**config.mk**
```make
export PLATFORM = sky130hd
export DESIGN_NAME = ddr5_dimm_cmd_responder_flat
export DESIGN_NICKNAME = d
export VERILOG_FILES = /design/src/rtl/ddr5_dimm_cmd_responder_if.sv /design/src/rtl/ddr5_dimm_cmd_responder.sv /design/src/flat_wrapper.sv
export SDC_FILE = /design/constraint.sdc
export NUM_CORES = 2
export LEC_CHECK = 0
export CORE_ASPECT_RATIO = 1.4
export CORE_MARGIN = 5
export CORE_UTILIZATION = 67
export CTS_CLUSTER_SIZE = 16
export DETAILED_ROUTE_END_ITERATION = 7
export GPL_ROUTABILITY_DRIVEN = 0
export GPL_TIMING_DRIVEN = 0
export PLACE_DENSITY_LB_ADDON = 0.12
export REMOVE_ABC_BUFFERS = 1
export SKIP_CTS_REPAIR_TIMING = 1
export SLEW_MARGIN = 10
export SYNTH_ARGS = -nofsm -noshare
export SYNTH_HDL_FRONTEND = slang
export SYNTH_SLANG_ARGS = --single-unit
export TNS_END_PERCENT = 100
```
**constraint.sdc**
```tcl
create_clock -name clk -period 18.61 [get_ports clk]
set_input_delay 3.722 -clock clk [delete_from_list [all_inputs] [get_ports clk]]
set_output_delay 3.722 -clock clk [all_outputs]
set_load 0.005 [all_outputs]
```
**src/rtl/ddr5_dimm_cmd_responder_if.sv**
```systemverilog
// ---------------------------------------------------------------------------
// ddr5_dimm_cmd_responder_if
// Command/response bundle between a DDR5 command issuer and the DIMM-side
// responder.
//   cmd[3:0]       command code (NOP, ACT0/1, RD0/1, WR0/1, PRE, REF)
//   bg[2:0]        bank group
//   ba[1:0]        bank within the group
//   row[15:0]      row address (ACT halves)
//   col[5:0]       column address (RD/WR halves)
//   rd_valid       one-cycle read-return pulse
//   rd_tag[26:0]   {bg, ba, open row, col} of the returning read
//   wr_done        one-cycle write-complete pulse
//   wr_tag[26:0]   same layout as rd_tag
//   err_valid      one-cycle violation pulse
//   err_code[1:0]  1 PAIR, 2 STATE, 3 TIMING
// Modports: master = command issuer, slave = responder.
// ---------------------------------------------------------------------------
interface ddr5_dimm_cmd_responder_if;
    logic [3:0]  cmd;
    logic [2:0]  bg;
    logic [1:0]  ba;
    logic [15:0] row;
    logic [5:0]  col;
    logic        rd_valid;
    logic [26:0] rd_tag;
    logic        wr_done;
    logic [26:0] wr_tag;
    logic        err_valid;
    logic [1:0]  err_code;

    modport master (
        output cmd, bg, ba, row, col,
        input  rd_valid, rd_tag, wr_done, wr_tag, err_valid, err_code
    );

    modport slave (
        input  cmd, bg, ba, row, col,
        output rd_valid, rd_tag, wr_done, wr_tag, err_valid, err_code
    );
endinterface

```
**src/rtl/ddr5_dimm_cmd_responder.sv**
```systemverilog
// ---------------------------------------------------------------------------
// ddr5_dimm_cmd_responder
// DIMM-side responder and protocol checker for the two-cycle DDR5 command
// stream. Pairs command halves, tracks state/timers for 8 bank groups x 4
// banks plus a global refresh window, returns read tags after TCL and write
// completions after TCWL, and flags PAIR / STATE / TIMING violations.
//
// Ports:
//   clk   rising-edge clock
//   rst   synchronous active-high reset
//   bus   ddr5_dimm_cmd_responder_if.slave (command inputs, registered
//         rd/wr/err outputs)
//
// Configuration macro: DIMM_RESP_STRICT_EN
//   defined   : every violating command is flagged and dropped.
//   undefined : violations are flagged, but TIMING-only violations still
//               execute (early RD/WR queued, early ACT/PRE take effect);
//               STATE violations are always dropped.
//
// Timing: a command sampled at edge k that is flagged shows err_valid right
// after edge k. RD1 at edge k shows rd_valid right after edge k+TCL-1 (TCL
// register stages total, the last being the output register); WR1 likewise
// with TCWL. Timers are loaded with T-1 and the state moves on the edge the
// timer drops from 1 to 0, so the follow-up command is legal T edges later.
// TRCD, TRP and TRFC must be >= 2; TCL and TCWL must be >= 2.
// ---------------------------------------------------------------------------
module ddr5_dimm_cmd_responder #(
    parameter int TRCD = 4,
    parameter int TRP  = 4,
    parameter int TCL  = 6,
    parameter int TCWL = 4,
    parameter int TRFC = 8
) (
    input  logic                         clk,
    input  logic                         rst,
    ddr5_dimm_cmd_responder_if.slave     bus
);

`ifdef DIMM_RESP_STRICT_EN
    localparam bit STRICT = 1'b1;
`else
    localparam bit STRICT = 1'b0;
`endif

    localparam int TW = 8;

    localparam logic [3:0] C_NOP  = 4'd0;
    localparam logic [3:0] C_ACT0 = 4'd1;
    localparam logic [3:0] C_ACT1 = 4'd2;
    localparam logic [3:0] C_RD0  = 4'd3;
    localparam logic [3:0] C_RD1  = 4'd4;
    localparam logic [3:0] C_WR0  = 4'd5;
    localparam logic [3:0] C_WR1  = 4'd6;
    localparam logic [3:0] C_PRE  = 4'd7;
    localparam logic [3:0] C_REF  = 4'd8;

    localparam logic [1:0] E_NONE   = 2'd0;
    localparam logic [1:0] E_PAIR   = 2'd1;
    localparam logic [1:0] E_STATE  = 2'd2;
    localparam logic [1:0] E_TIMING = 2'd3;

    typedef enum logic [1:0] {
        B_IDLE, B_ACTIVATING, B_ACTIVE, B_PRECHARGING
    } bank_st_t;

    typedef enum logic {WAIT_FIRST, WAIT_SECOND} pair_st_t;

    // Bank bookkeeping
    bank_st_t        r_bank_st  [32];
    logic [TW-1:0]   r_bank_tmr [32];
    logic [15:0]     r_bank_row [32];
    logic            r_ref_busy;
    logic [TW-1:0]   r_ref_tmr;

    // Pairing FSM and latched first half
    pair_st_t        r_pair_st;
    logic [3:0]      r_l_cmd;
    logic [2:0]      r_l_bg;
    logic [1:0]      r_l_ba;
    logic [15:0]     r_l_row;
    logic [5:0]      r_l_col;
    logic            r_l_bad;

    // Latency pipes (stage 0 .. T-2); the output register is the last stage
    logic            r_rd_vld_p [TCL-1];
    logic [26:0]     r_rd_tag_p [TCL-1];
    logic            r_wr_vld_p [TCWL-1];
    logic [26:0]     r_wr_tag_p [TCWL-1];

    logic            r_rd_valid;
    logic [26:0]     r_rd_tag;
    logic            r_wr_done;
    logic [26:0]     r_wr_tag;
    logic            r_err_valid;
    logic [1:0]      r_err_code;

    logic [4:0]      w_bank;
    bank_st_t        w_st;
    logic            w_all_idle;
    logic            w_pair_err, w_state_err, w_time_err;
    logic            w_latch, w_latch_bad, w_match, w_exec;
    logic            w_do_act, w_do_rd, w_do_wr, w_do_pre, w_do_ref;
    pair_st_t        w_pair_nxt;
    logic [26:0]     w_new_tag;

    assign w_bank    = {bus.bg, bus.ba};
    assign w_st      = r_bank_st[w_bank];
    assign w_new_tag = {bus.bg, bus.ba, r_bank_row[w_bank], bus.col};

    always_comb begin
        w_all_idle = 1'b1;
        for (int b = 0; b < 32; b++) begin
            if (r_bank_st[b] != B_IDLE) w_all_idle = 1'b0;
        end
    end

    // Decode: classify the sampled command and decide what it may change.
    always_comb begin
        w_pair_err  = 1'b0;
        w_state_err = 1'b0;
        w_time_err  = 1'b0;
        w_latch     = 1'b0;
        w_latch_bad = 1'b0;
        w_match     = 1'b0;
        w_exec      = 1'b0;
        w_do_act    = 1'b0;
        w_do_rd     = 1'b0;
        w_do_wr     = 1'b0;
        w_do_pre    = 1'b0;
        w_do_ref    = 1'b0;
        w_pair_nxt  = r_pair_st;
        if (r_pair_st == WAIT_FIRST) begin
            case (bus.cmd)
                C_NOP: ;
                C_ACT0: begin
                    // Bank state for ACT is judged at ACT1.
                    w_time_err  = r_ref_busy;
                    w_latch     = 1'b1;
                    w_latch_bad = w_time_err & STRICT;
                    w_pair_nxt  = WAIT_SECOND;
                end
                C_RD0, C_WR0: begin
                    w_state_err = (w_st == B_IDLE) || (w_st == B_PRECHARGING);
                    w_time_err  = r_ref_busy || (w_st == B_ACTIVATING);
                    // A rejected first half is still latched (marked bad) so
                    // its matching second half is consumed silently.
                    w_latch     = 1'b1;
                    w_latch_bad = w_state_err | (w_time_err & STRICT);
                    w_pair_nxt  = WAIT_SECOND;
                end
                C_PRE: begin
                    w_time_err = r_ref_busy || (w_st == B_ACTIVATING) ||
                                 (w_st == B_PRECHARGING);
                    w_do_pre   = !w_time_err || !STRICT;
                end
                C_REF: begin
                    w_state_err = !w_all_idle;
                    w_time_err  = r_ref_busy;
                    w_do_ref    = !w_state_err && (!w_time_err || !STRICT);
                end
                default: w_pair_err = 1'b1;
            endcase
        end else begin
            // Second halves are encoded as first half + 1.
            w_match = (bus.cmd == r_l_cmd + 4'd1) && (bus.bg == r_l_bg) &&
                      (bus.ba == r_l_ba) &&
                      ((r_l_cmd == C_ACT0) ? (bus.row == r_l_row)
                                           : (bus.col == r_l_col));
            w_pair_nxt = WAIT_FIRST;
            if (!w_match) begin
                w_pair_err = 1'b1;
            end else begin
                w_time_err = r_ref_busy;
                if (bus.cmd == C_ACT1) begin
                    w_state_err = (w_st == B_ACTIVATING) || (w_st == B_ACTIVE);
                    if (w_st == B_PRECHARGING) w_time_err = 1'b1;
                end
                w_exec   = !r_l_bad && !w_state_err && (!w_time_err || !STRICT);
                w_do_act = w_exec && (bus.cmd == C_ACT1);
                w_do_rd  = w_exec && (bus.cmd == C_RD1);
                w_do_wr  = w_exec && (bus.cmd == C_WR1);
            end
        end
    end

    // Stage p0: control state, pipe valids and registered outputs.
    always_ff @(posedge clk) begin
        if (rst) begin
            r_pair_st   <= WAIT_FIRST;
            r_l_bad     <= 1'b0;
            r_ref_busy  <= 1'b0;
            r_ref_tmr   <= '0;
            for (int b = 0; b < 32; b++) begin
                r_bank_st[b]  <= B_IDLE;
                r_bank_tmr[b] <= '0;
            end
            for (int i = 0; i < TCL - 1; i++)  r_rd_vld_p[i] <= 1'b0;
            for (int i = 0; i < TCWL - 1; i++) r_wr_vld_p[i] <= 1'b0;
            r_rd_valid  <= 1'b0;
            r_rd_tag    <= '0;
            r_wr_done   <= 1'b0;
            r_wr_tag    <= '0;
            r_err_valid <= 1'b0;
            r_err_code  <= E_NONE;
        end else begin
            r_pair_st <= w_pair_nxt;
            if (w_latch) r_l_bad <= w_latch_bad;

            for (int b = 0; b < 32; b++) begin
                if (r_bank_st[b] == B_ACTIVATING || r_bank_st[b] == B_PRECHARGING) begin
                    if (r_bank_tmr[b] <= TW'(1)) begin
                        r_bank_tmr[b] <= '0;
                        r_bank_st[b]  <= (r_bank_st[b] == B_ACTIVATING) ? B_ACTIVE : B_IDLE;
                    end else begin
                        r_bank_tmr[b] <= r_bank_tmr[b] - TW'(1);
                    end
                end
            end
            if (w_do_act) begin
                r_bank_st[w_bank]  <= B_ACTIVATING;
                r_bank_tmr[w_bank] <= TW'(TRCD - 1);
            end
            // PRE to an IDLE bank is a legal no-op.
            if (w_do_pre && w_st != B_IDLE) begin
                r_bank_st[w_bank]  <= B_PRECHARGING;
                r_bank_tmr[w_bank] <= TW'(TRP - 1);
            end

            if (r_ref_busy) begin
                if (r_ref_tmr <= TW'(1)) begin
                    r_ref_busy <= 1'b0;
                    r_ref_tmr  <= '0;
                end else begin
                    r_ref_tmr <= r_ref_tmr - TW'(1);
                end
            end
            if (w_do_ref) begin
                r_ref_busy <= 1'b1;
                r_ref_tmr  <= TW'(TRFC - 1);
            end

            r_rd_vld_p[0] <= w_do_rd;
            for (int i = 1; i < TCL - 1; i++) r_rd_vld_p[i] <= r_rd_vld_p[i-1];
            r_wr_vld_p[0] <= w_do_wr;
            for (int i = 1; i < TCWL - 1; i++) r_wr_vld_p[i] <= r_wr_vld_p[i-1];

            r_rd_valid <= r_rd_vld_p[TCL-2];
            r_rd_tag   <= r_rd_vld_p[TCL-2] ? r_rd_tag_p[TCL-2] : '0;
            r_wr_done  <= r_wr_vld_p[TCWL-2];
            r_wr_tag   <= r_wr_vld_p[TCWL-2] ? r_wr_tag_p[TCWL-2] : '0;

            r_err_valid <= w_pair_err | w_state_err | w_time_err;
            r_err_code  <= w_pair_err  ? E_PAIR  :
                           w_state_err ? E_STATE :
                           w_time_err  ? E_TIMING : E_NONE;
        end
    end

    // Stage p0 data: latched half, open rows and tag shift (no reset needed;
    // the valids above qualify everything).
    always_ff @(posedge clk) begin
        if (w_latch) begin
            r_l_cmd <= bus.cmd;
            r_l_bg  <= bus.bg;
            r_l_ba  <= bus.ba;
            r_l_row <= bus.row;
            r_l_col <= bus.col;
        end
        if (w_do_act) r_bank_row[w_bank] <= bus.row;
        r_rd_tag_p[0] <= w_new_tag;
        for (int i = 1; i < TCL - 1; i++) r_rd_tag_p[i] <= r_rd_tag_p[i-1];
        r_wr_tag_p[0] <= w_new_tag;
        for (int i = 1; i < TCWL - 1; i++) r_wr_tag_p[i] <= r_wr_tag_p[i-1];
    end

    assign bus.rd_valid  = r_rd_valid;
    assign bus.rd_tag    = r_rd_tag;
    assign bus.wr_done   = r_wr_done;
    assign bus.wr_tag    = r_wr_tag;
    assign bus.err_valid = r_err_valid;
    assign bus.err_code  = r_err_code;

endmodule
```
**src/flat_wrapper.sv**
```systemverilog
// flat-port wrapper written by rule: the top's interface ports become plain ports
module ddr5_dimm_cmd_responder_flat 
#(
    parameter int TRCD = 4,
    parameter int TRP  = 4,
    parameter int TCL  = 6,
    parameter int TCWL = 4,
    parameter int TRFC = 8
)
  (clk, rst, bus_cmd, bus_bg, bus_ba, bus_row, bus_col, bus_rd_valid, bus_rd_tag, bus_wr_done, bus_wr_tag, bus_err_valid, bus_err_code);
  ddr5_dimm_cmd_responder_if bus_i ();
  input  logic clk;
  input  logic rst;
  input wire logic [$bits(bus_i.cmd)-1:0] bus_cmd;
  input wire logic [$bits(bus_i.bg)-1:0] bus_bg;
  input wire logic [$bits(bus_i.ba)-1:0] bus_ba;
  input wire logic [$bits(bus_i.row)-1:0] bus_row;
  input wire logic [$bits(bus_i.col)-1:0] bus_col;
  output wire logic [$bits(bus_i.rd_valid)-1:0] bus_rd_valid;
  output wire logic [$bits(bus_i.rd_tag)-1:0] bus_rd_tag;
  output wire logic [$bits(bus_i.wr_done)-1:0] bus_wr_done;
  output wire logic [$bits(bus_i.wr_tag)-1:0] bus_wr_tag;
  output wire logic [$bits(bus_i.err_valid)-1:0] bus_err_valid;
  output wire logic [$bits(bus_i.err_code)-1:0] bus_err_code;
  assign bus_i.cmd = bus_cmd;
  assign bus_i.bg = bus_bg;
  assign bus_i.ba = bus_ba;
  assign bus_i.row = bus_row;
  assign bus_i.col = bus_col;
  assign bus_rd_valid = bus_i.rd_valid;
  assign bus_rd_tag = bus_i.rd_tag;
  assign bus_wr_done = bus_i.wr_done;
  assign bus_wr_tag = bus_i.wr_tag;
  assign bus_err_valid = bus_i.err_valid;
  assign bus_err_code = bus_i.err_code;
  ddr5_dimm_cmd_responder #(.TRCD(TRCD), .TRP(TRP), .TCL(TCL), .TCWL(TCWL), .TRFC(TRFC)) u_core (.clk(clk), .rst(rst), .bus(bus_i));
endmodule
```
Word-level counts from Yosys, hierarchy flattened --
Memories as Yosys holds them, arrays and structs flattened. A register that Yosys moved wholly into a read port is not among the register bits. Index checks and enable logic that the tools add are counted.
Operators by class: order comparisons 33, bitwise operators 110, shifts and indexed selects 0, div/mod/pow operators 0, equality and inequality tests 81, $mul 0, add/subtract/negate cells 34, multiplexer cells 474, reduce and logical (&&, ||, !) cells 91
Operators with widths (count):
- 8-bit 2-to-1 mux | 66
- 1-bit 2-to-1 mux | 337
- 8-bit by 1-bit less-or-equal comparator with 1-bit output (second input constant) | 33
- 8-bit by 1-bit subtractor with 8-bit output (second input constant) | 33
- 2-bit 2-to-1 mux | 67
- 1-bit bitwise OR | 108
- 2-bit == test (second input constant) | 34
- 2-bit nonzero test | 34
- 2-bit by 1-bit == test with 1-bit output (second input constant) | 33
- 1-bit logical OR | 36
- 16-bit == test | 1
- 4-bit by 3-bit == test with 1-bit output (second input constant) | 4
- 2-bit OR reduction | 6
- 4-bit by 1-bit == test with 1-bit output (second input constant) | 2
- 4-bit by 2-bit == test with 1-bit output (second input constant) | 2
- 1-bit logical AND | 8
- 6-bit == test | 1
- 3-bit 2-to-1 mux | 2
- 6-bit OR reduction | 1
- 4-bit by 1-bit adder with 4-bit output (second input constant) | 1
- 4-bit == test | 1
- 4-bit == test (second input constant) | 1
- 4-bit zero test | 1
- 3-bit == test | 1
- 7 further kinds | 10
Word-level totals: output and inout port bits 59, bits in registers 47, bits in writable memories 1056, latch bits 0, ROM bits 0, memories 7
Memory list:
- u_core.r_bank_row | words 32, width 16, rd ports 1, clocked after Yosys merged registers in 0, wr ports 1, RTL line ddr5_dimm_cmd_responder.sv:71 | logic [15:0] r_bank_row [32];
- u_core.r_bank_tmr | words 32, width 8, rd ports 32, clocked after Yosys merged registers in 0, wr ports 33, RTL line ddr5_dimm_cmd_responder.sv:70 | logic [TW-1:0] r_bank_tmr [32];
- u_core.r_rd_tag_p | words 5, width 27, rd ports 5, clocked after Yosys merged registers in 1, wr ports 5, RTL line ddr5_dimm_cmd_responder.sv:86 | logic [26:0] r_rd_tag_p [TCL-1];
- u_core.r_wr_tag_p | words 3, width 27, rd ports 3, clocked after Yosys merged registers in 1, wr ports 3, RTL line ddr5_dimm_cmd_responder.sv:88 | logic [26:0] r_wr_tag_p [TCWL-1];
- u_core.r_bank_st | words 32, width 2, rd ports 33, clocked after Yosys merged registers in 0, wr ports 33, RTL line ddr5_dimm_cmd_responder.sv:69 | bank_st_t r_bank_st [32];
- u_core.r_rd_vld_p | words 5, width 1, rd ports 5, clocked after Yosys merged registers in 0, wr ports 5, RTL line ddr5_dimm_cmd_responder.sv:85 | logic r_rd_vld_p [TCL-1];
- 1 more memories

Depth between registers and ports, before layout --
An unclocked memory read counts as a cell.
depth after elaboration 39, gate-level depth with buffers 14, mapped depth without buffers 12

Worst setup path after synthesis --
No wires, ideal clock.
kind input to register, start point input port bus_ba[0], end point memory u_core.r_bank_st[16][1] (netlist bit), data pin, path buffers 4, cell stages on the path 11, path slack 9.974 ns, arrival 8.320 ns, cell sequence buf_2 > clkbuf_1 > buf_1 > mux4_2 > a22o_1 > nor4_1 > ha_1 > or4_1 > clkbuf_1 > nor3_1 > o21ai_0
RTL lines:
- start, declared | RTL line flat_wrapper.sv:16 | input wire logic [$bits(bus_i.ba)-1:0] bus_ba;
- end, declared | RTL line ddr5_dimm_cmd_responder.sv:69

Final worst setup path --
start point input port bus_bg[1], end point memory u_core.r_bank_row[4][7], enable pin
On the way: longest elaborated chain between the ends 13, elaborated cells between the ends (all ways) 18, classes of those cells eq/ne (3); mux (7); reduce/logical (7); memory (1)
RTL lines:
- start, declared | RTL line flat_wrapper.sv:15 | input wire logic [$bits(bus_i.bg)-1:0] bus_bg;
- memory read 32 x 2 bit
- 2-bit by 1-bit == test with 1-bit output / 2-bit == test (equally long branches) | RTL line ddr5_dimm_cmd_responder.sv:175 | w_state_err = (w_st == B_ACTIVATING) || (w_st == B_ACTIVE);
- 1-bit logical OR | RTL line ddr5_dimm_cmd_responder.sv:175
- 1-bit 2-to-1 mux | RTL line ddr5_dimm_cmd_responder.sv:174 | if (bus.cmd == C_ACT1) begin
- 1-bit 2-to-1 mux | RTL line ddr5_dimm_cmd_responder.sv:170 | if (!w_match) begin
- 1-bit 2-to-1 mux | RTL line ddr5_dimm_cmd_responder.sv:132 | if (r_pair_st == WAIT_FIRST) begin
- 1-bit zero test | RTL line ddr5_dimm_cmd_responder.sv:178 | w_exec = !r_l_bad && !w_state_err && (!w_time_err || !STRICT);
- 1-bit logical AND | RTL line ddr5_dimm_cmd_responder.sv:178
- 1-bit logical AND | RTL line ddr5_dimm_cmd_responder.sv:179 | w_do_act = w_exec && (bus.cmd == C_ACT1);
- 1-bit 2-to-1 mux | RTL line ddr5_dimm_cmd_responder.sv:170
- 1-bit 2-to-1 mux | RTL line ddr5_dimm_cmd_responder.sv:132
- 1-bit 2-to-1 mux | RTL line ddr5_dimm_cmd_responder.sv:269 | if (w_do_act) r_bank_row[w_bank] <= bus.row;
- 1-bit 2-to-1 mux (implied by the code) | RTL line ddr5_dimm_cmd_responder.sv:269
- end, declared | RTL line ddr5_dimm_cmd_responder.sv:71
Several ways; a longest one is shown, not always the timed one. The select of a mux whose other input is x is not followed.

==> run metrics <==
Yosys top cell area share 0.392; Post-synth ARST share 0; Arr. time, crit path 9.55 ns; largest area contributor in the netlist edfxtp_1; routed len/inst 25.9 um; RSZ-0062 raised after global routing false; antenna violations before repair 3; dpl cell area 46400 um^2; final wirelength 120000 um; Sink Count 1076; CP max-delay cell or4_2; ANT nets after route 0; Worst-Skew Late Latency 0.70 ns; Finished Layout Cells 4623; Synth Flop Type edfxtp_1; CP Max Fanout 28; final setup TNS 0 ns; Min Hold Slack 0.326 ns; clk root buf clkbuf_16; status completed; GRT met3 Usage 0.0644; Total Power 4.70 mW; Comb pwr share 0.035; Post-synth EDFFs 575; most used routing layer met2; crit start category primary input; area taken by multi-input logic gates 16000 um^2; post-route setup slack 9.44 ns; global-route met1 utilization 0.409; layout cells sized above 1 0.123; relative slew slack 0.108; number of diodes 0; top cells by area, synth edfxtp_1 39%, dfxtp_1 23%, mux4_2 7.4%, nor3_1 3.7%, o21ai_0 2.4%; Crit path required time 18.99 ns; min cycle time layout 9.17 ns; Final Instance Area 49500 um^2; Post-Syn Instances 3621; drt drc 0; Seq/Total Area, Yosys 0.619; height of the die 313 um; Rows 111; P_int 3.68 mW; # port buffers 91; HPWL after DPL 73500 um; filler instances 3912; Crit. End Element flip-flop; GR Layer Usage met2 0.567; max frequency 0.109 GHz; Final #Nets 3799; YS warnings 0; leading cell type in the layout, fill and taps excluded edfxtp_1; Die Wd 227 um; fin crit share 0.493; worst vdd rail ir drop 0.138 mV; Tot GR Track Use 0.333; Max clock buf depth 3; fin util 0.757; Ports 92; WS Path Type in -> reg; Mapped Area 44100 um^2; register area 27300 um^2; number of global-route vias before repair 31900; Die ar. 71100 um^2; synth unique cells 60; clock skew 0.0413 ns; Iteration-0 DRC Markers 4280; grt total ovfl 0; count of max-cap constraint violations 0; Sw Ratio 0.217; vias per cell 6.97; Cell Chain, Critical Path clkdlybuf4s50_1 -> and3_2 -> a22o_1 -> nor4_1 -> ha_1 -> or4_2 -> or2_4 -> nor2_2 -> buf_8; CORE AREA 65400 um^2; Syn Area/Cell 12.2 um^2; most frequent cells in the layout 575 x edfxtp_1, 501 x dfxtp_1, 323 x nor3_1, 228 x nor2_1, 207 x o21ai_0; Hold Fails Final Rpt 0; Seq cells post-synth 1076; sequential share of power 0.542; largest net degree at the start of global routing 120; via count 32200; dpl ws 8.84 ns; CP delay by family, top simple AND/OR/NAND/NOR gates; max incr delay on CP 1.10 ns; CTS buffer count 96; Slew @ Worst Pin 1.33 ns; Detailed Routing Iterations Pass 1 7; DP Cell Count 4444; global-route wire length before repair 183000 um; Initial Util 0.674; pwr dens 95.0 nW/um^2; hold crit path type reg -> reg; Leak 17.4 nW; H-tree levels 3; Final setup viols 0; clock power share 0.423; CTS tree yes; clock slew at the register clock pins of the worst setup and hold paths 0.07 ns; Layout area overhead 12.4%; worst path bufs/invs 2; Slew Viols, Final 0; Sw Pwr 1.02 mW
-- power groups by stage --
stage,Clock [mW],Sequential [mW],Combinational [mW]
after floorplan,0,2.59,0.0769
after global placement,0,2.60,0.181
after detailed placement,0,2.60,0.159
after CTS,2.00,2.55,0.162
after global routing,2.12,2.55,0.174
final,1.99,2.55,0.164
-- registers in the layout, summed over array words and instances (netlist names) --
register and cells:
u_core.bus.wr_tag 27, u_core.r_l_bg 3, u_core.r_pair_st 1, u_core.r_ref_tmr 8, u_core.r_ref_busy 1, u_core.r_bank_row 512, u_core.r_rd_tag_p 108, u_core.bus.wr_done 1
u_core.r_wr_tag_p 27, u_core.bus.err_code 2, u_core.r_wr_vld_p 3, u_core.r_l_col 6, u_core.r_l_row 16, u_core.bus.rd_valid 1, u_core.r_bank_tmr 256, u_core.r_bank_st 64
u_core.bus.rd_tag 27, u_core.r_rd_vld_p 5, u_core.r_l_cmd 4, u_core.r_l_bad 1, u_core.bus.err_valid 1, u_core.r_l_ba 2
-- layer usage --
layer / vias up / wire (um)
li1: 14000 / -
met1: 15800 / 41600
met2: 2010 / 59800
met3: 429 / 11300
met4: 2 / 6960
met5: - / 15
-- final cells by class --
type / count / share of cell area
multi-input combinational: 2263 / 0.324
clock buffer: 133 / 0.0550
inverter: 114 / 0.00864
timing repair buffer: 144 / 0.0315
clock inverter: 46 / 0.00874
tap: 847 / 0.0214
sequential: 1076 / 0.551
-- cell usage after synthesis (all sizes together) (28+ instances only) --
library cell and instances:
nor3 328, a21oi 179, nand3 58, and2 67, nand4 28, nor2b 35
nor2 258, nor4 120, or2 40, or3 96, a22oi 71, o22ai 87
ha 71, nor3b 45, a211oi 32, nand2 137, edfxtp 575, clkbuf 144
inv 114, mux4 144, dfxtp 501, o21ai 207
-- logic make-up (layout without fill, tap and decap cells) --
group,count (synthesis),count (layout),synth area share
simple gates,1294,1294,0.155
flops,1076,1076,0.619
compound gates,698,698,0.0966
buf+inv,282,437,0.0243
mux,152,152,0.0754
fa+ha+maj,71,71,0.0202
xor+xnor,48,48,0.00954
-- worst paths after layout --
check	start	to	slack (ns)	cells past startpoint
worst min-delay path	u_core.r_wr_tag_p[0][0]$_DFF_P_	u_core.r_rd_tag_p[1][0]$_DFF_P_	0.33	0
worst max register to register	u_core.r_bank_st[11][1]$_DFFE_PP_	u_core.r_bank_row[4][7]$_DFFE_PP_	12.84	8
worst max-delay path	bus_bg[1]	u_core.r_bank_row[4][7]$_DFFE_PP_	9.44	9
worst min register to register	u_core.r_wr_tag_p[0][0]$_DFF_P_	u_core.r_rd_tag_p[1][0]$_DFF_P_	0.33	0
No activity file was read; power rests on OpenSTA's default activity.
